### config.mk
export PLATFORM = sky130hd
export DESIGN_NAME = down_timer
export DESIGN_NICKNAME = d
export VERILOG_FILES = /design/src/rtl/down_timer_pkg.sv /design/src/rtl/down_timer.sv
export SDC_FILE = /design/constraint.sdc
export NUM_CORES = 1
export LEC_CHECK = 0
export CAP_MARGIN = 20
export CORE_MARGIN = 8
export CORE_UTILIZATION = 50
export DETAILED_ROUTE_END_ITERATION = 8
export PLACE_DENSITY = 0.87
export SYNTH_ARGS = -nofsm -noshare
export SYNTH_HDL_FRONTEND = slang
export SYNTH_SLANG_ARGS = --single-unit
### constraint.sdc
create_clock -name clk -period 3.55 [get_ports clk]
set_input_delay 0.8875 -clock clk [delete_from_list [all_inputs] [get_ports clk]]
set_output_delay 0.8875 -clock clk [all_outputs]
set_load 0.005 [all_outputs]
### src/rtl/down_timer_pkg.sv
// Shared types and defaults for the loadable, pausable down-counter.
package down_timer_pkg;

  localparam int unsigned DEFAULT_WIDTH = 8;

  typedef enum logic [1:0] {
    ST_IDLE  = 2'd0,
    ST_RUN   = 2'd1,
    ST_PAUSE = 2'd2
  } state_e;

endpackage

### src/rtl/down_timer.sv
// Modulo-N down-counter: counts a loaded value to zero on qualified ticks,
// pulses done at terminal count and optionally reloads for periodic operation.
module down_timer
  import down_timer_pkg::*;
#(
  parameter int unsigned WIDTH = DEFAULT_WIDTH
) (
  input  logic             clk,
  input  logic             rstn,
  input  logic             tick_i,
  input  logic             load,
  input  logic [WIDTH-1:0] load_val,
  input  logic             start,
  input  logic             pause,
  input  logic             auto_reload,
  output logic [WIDTH-1:0] cnt,
  output logic             busy,
  output logic             done,
  output logic             zero
);

  state_e           state;
  logic [WIDTH-1:0] reload;

  // Priority per cycle: load > pause > start > tick.
  always_ff @(posedge clk or negedge rstn) begin
    if (!rstn) begin
      state  <= ST_IDLE;
      cnt    <= '0;
      reload <= '0;
      done   <= 1'b0;
    end else begin
      done <= 1'b0;
      if (load) begin
        cnt    <= load_val;
        reload <= load_val;
        state  <= ST_IDLE;
      end else begin
        unique case (state)
          ST_IDLE: begin
            if (start && (cnt != '0)) state <= ST_RUN;
          end
          ST_RUN: begin
            if (pause) begin
              state <= ST_PAUSE;
            end else if (tick_i) begin
              if (cnt == WIDTH'(1)) begin
                done <= 1'b1;
                if (auto_reload && (reload != '0)) begin
                  cnt <= reload;
                end else begin
                  cnt   <= '0;
                  state <= ST_IDLE;
                end
              end else if (cnt > WIDTH'(1)) begin
                cnt <= cnt - WIDTH'(1);
              end
            end
          end
          ST_PAUSE: begin
            if (start && !pause) state <= ST_RUN;
          end
          default: state <= ST_IDLE;
        endcase
      end
    end
  end

  assign busy = (state != ST_IDLE);
  assign zero = (cnt == '0);

endmodule

==> results.cfg <==
[setup_path]
crit_chain = nor4_4 > buf_4 > nand3_1 > inv_1 > clkdlybuf4s50_1
slowest_delay_ps = 500
cp-start-kind = flip-flop
crit_type = flip-flop to output pin
r2r_cells = 6
reg2reg_from = cnt[1]$_DFFE_PN0P_
crit_required_ps = 2660
cpMaxStageDelayCell = dfrtp_1
crit_fanout = 10
reg2reg_slack_ps = 1630
r2r-end = cnt[7]$_DFFE_PN0P_
cp.arrival_ps = 1960
end_kind = output pin

[worst_hold_path]
holdPathStages = 1
holdCritStartpoint = reload[4]$_DFFE_PN0P_
hold_path.class = flip-flop to flip-flop
hold_end = reload[4]$_DFFE_PN0P_

[logic_synthesis]
synth_top_cell_area_share_pct = 39.1
synth.area.top_cells = dfrtp_1 (39%), inv_1 (3.7%), mux2_2 (3.7%), nor4_4 (3.5%), o21ai_0 (3.3%)
synth.ff_latch_count = 19
synth_area_leader_cell = dfrtp_1
syn_area_per_cell_um2 = 9.27
synth_cells = 131
yosys_warnings = 0
synth_seq_area_share_pct = 39.1
netlist_area_mm2 = 0.00121
syn_nets = 149
ys_types = 45

[place]
dp_cells = 182
gp_congestion = 0.958
place_area_mm2 = 0.00148
pre_cts_ws_ps = 860
place_hpwl_um = 2480
buffer_ports.inserted = 25

[grt]
grt_use_met3_pct = 4.08
grt_max_degree = 20
use_met1_pct = 18.5
grtUsageMet2_pct = 24.5
grt_pass1_vias = 1177
antenna_found_initial = 0
grtUsageTotal_pct = 15.6
grt_pass1_wl_um = 5440
grt-busiest-layer = met2
gr-total-overflow = 0

[cells_and_area]
final_cells = 186
nets = 175
final_cell_mix = clkdlybuf4s50_1 (25), dfrtp_1 (19), inv_1 (12)
syn_to_final_growth_pct = 24.3
drive_gt1_share_pct = 11.5
final_common_cell = clkdlybuf4s50_1
finish.utilization_pct = 63.3
fin_area_mm2 = 0.00151
antenna-diode-count = 0

[drt]
drc = 0
vias_per_cell = 6.52
routed_wl_um = 3240
firstDrtPassIters = 7
wl_per_cell_um = 17.4
drtIter0Drc = 134
vias = 1213
final_antenna_net_count = 0

[power]
power_mw = 0.530
p_per_area_mw_per_mm2 = 351
vdd_drop_max_uv = 261
power.leakage_nw = 0.602

[clock_network]
htree_levels = 1
clockRootBuffer = clkbuf_4
clock-sinks = 19
cts_buffers = 3
cts_tree = done
clock_path_buffers = 2
cts.clk_slew.worst_paths_ps = 110
ctsHoldBuffers = 0
clk_latency_ps = 300
cts_setup_buffers = 0
cts_resized = 0

[die]
die_area_mm2 = 0.00426
dieHeight_um = 65.3
ios = 26
core-area_mm2 = 0.00239
die_w_um = 65.3
start_util_pct = 50.9
placementRows = 18

[sta]
skew_ps = 2.24
period_minus_slack_ps = 2850
rsz0062_at_grt = no
slew_headroom_pct = 43.9
worst_pin_slew_ps = 839
hold_viol = 0
fmax_mhz = 351
drv_slew = 0
fin_crit_sh_pct = 80.2
finalWorstSetupSlack_ps = 702
finalSetupTns_ps = 0
finalSetupViolations = 0
worst_hold_slack_ps = 566

[job]
drv_cap = 0

[status]
status = finished, final reports clean
-- final cells by class --
cell class	count	area [um2]
multi-input combinational	94	661
sequential	19	475
inverter	12	45.0
clock buffer	4	26.3
tap	30	37.5
fill	219	877
timing repair buffer	27	265
-- worst max path at each step --
stage,slack [ps],from,end
floorplan,1500,cnt[5]$_DFFE_PN0P_,zero
global placement,910,load,cnt[6]$_DFFE_PN0P_
detailed placement,860,load,cnt[6]$_DFFE_PN0P_
CTS,690,cnt[5]$_DFFE_PN0P_,zero
global route,560,cnt[5]$_DFFE_PN0P_,zero
finish,700,cnt[5]$_DFFE_PN0P_,zero
-- worst max-delay path, delay by kind of cell, from the launching register on --
| kind | cells | cell delay (ps) |
|---|---|---|
| DFF | 1 | 500 |
| and+or+nand+nor | 2 | 380 |
| buffers and inverters | 3 | 770 |
-- logic make-up (layout without fill, tap and decap cells) --
| logic type | after synthesis | count (layout) | share of synthesized area [%] |
|---|---|---|---|
| muxes | 5 | 5 | 4.53 |
| buffers and inverters | 18 | 43 | 6.49 |
| adders and majority gates | 3 | 3 | 3.09 |
| DFF | 19 | 19 | 39.1 |
| and+or+nand+nor | 45 | 45 | 23.4 |
| AOI/OAI and AO/OA | 41 | 41 | 23.4 |
-- registers in the layout, indices dropped and copies added (netlist names) --
name and flops:
cnt 8, reload 8, state 2, done 1
-- cell usage after synthesis --
cell	n
and4_1	1
o31ai_1	1
or4_4	1
nand4bb_1	1
nand2b_1	2
or3b_2	1
a221oi_1	2
a41o_1	1
nor3_1	4
a31oi_1	3
nor4_4	2
a222oi_1	2
o21ai_1	3
a21oi_1	6
o211ai_1	5
o32ai_1	1
buf_6	1
or3_1	1
a22oi_2	1
nand2_1	8
ha_1	3
nand4_1	1
nor2b_1	1
nand3_1	6
nor2_1	6
a2bb2oi_1	1
nand3b_1	1
inv_1	12
mux2i_1	1
o21a_1	1
a32oi_1	1
buf_4	1
a311oi_1	1
o21ai_0	8
a21boi_0	1
nor4bb_1	1
dfrtp_1	19
nor4_1	4
o2111ai_1	1
a22oi_1	1
a31o_2	1
or2_2	3
clkbuf_1	4
or2_1	1
mux2_2	4
-- report_power, final --
part | internal [mW] | switching (mW)
combinational | 0.0758 | 0.0754
sequential | 0.237 | 0.0288
clock | 0.0439 | 0.0698
total | 0.356 | 0.174
-- per-layer routing --
layer  vias up  routed length (um)
li1        546                   -
met1       575                1260
met2        76                1580
met3        16                 312
met4         0                  95
met5         -                   0
Note: power is estimated with default switching activity, not from simulation.
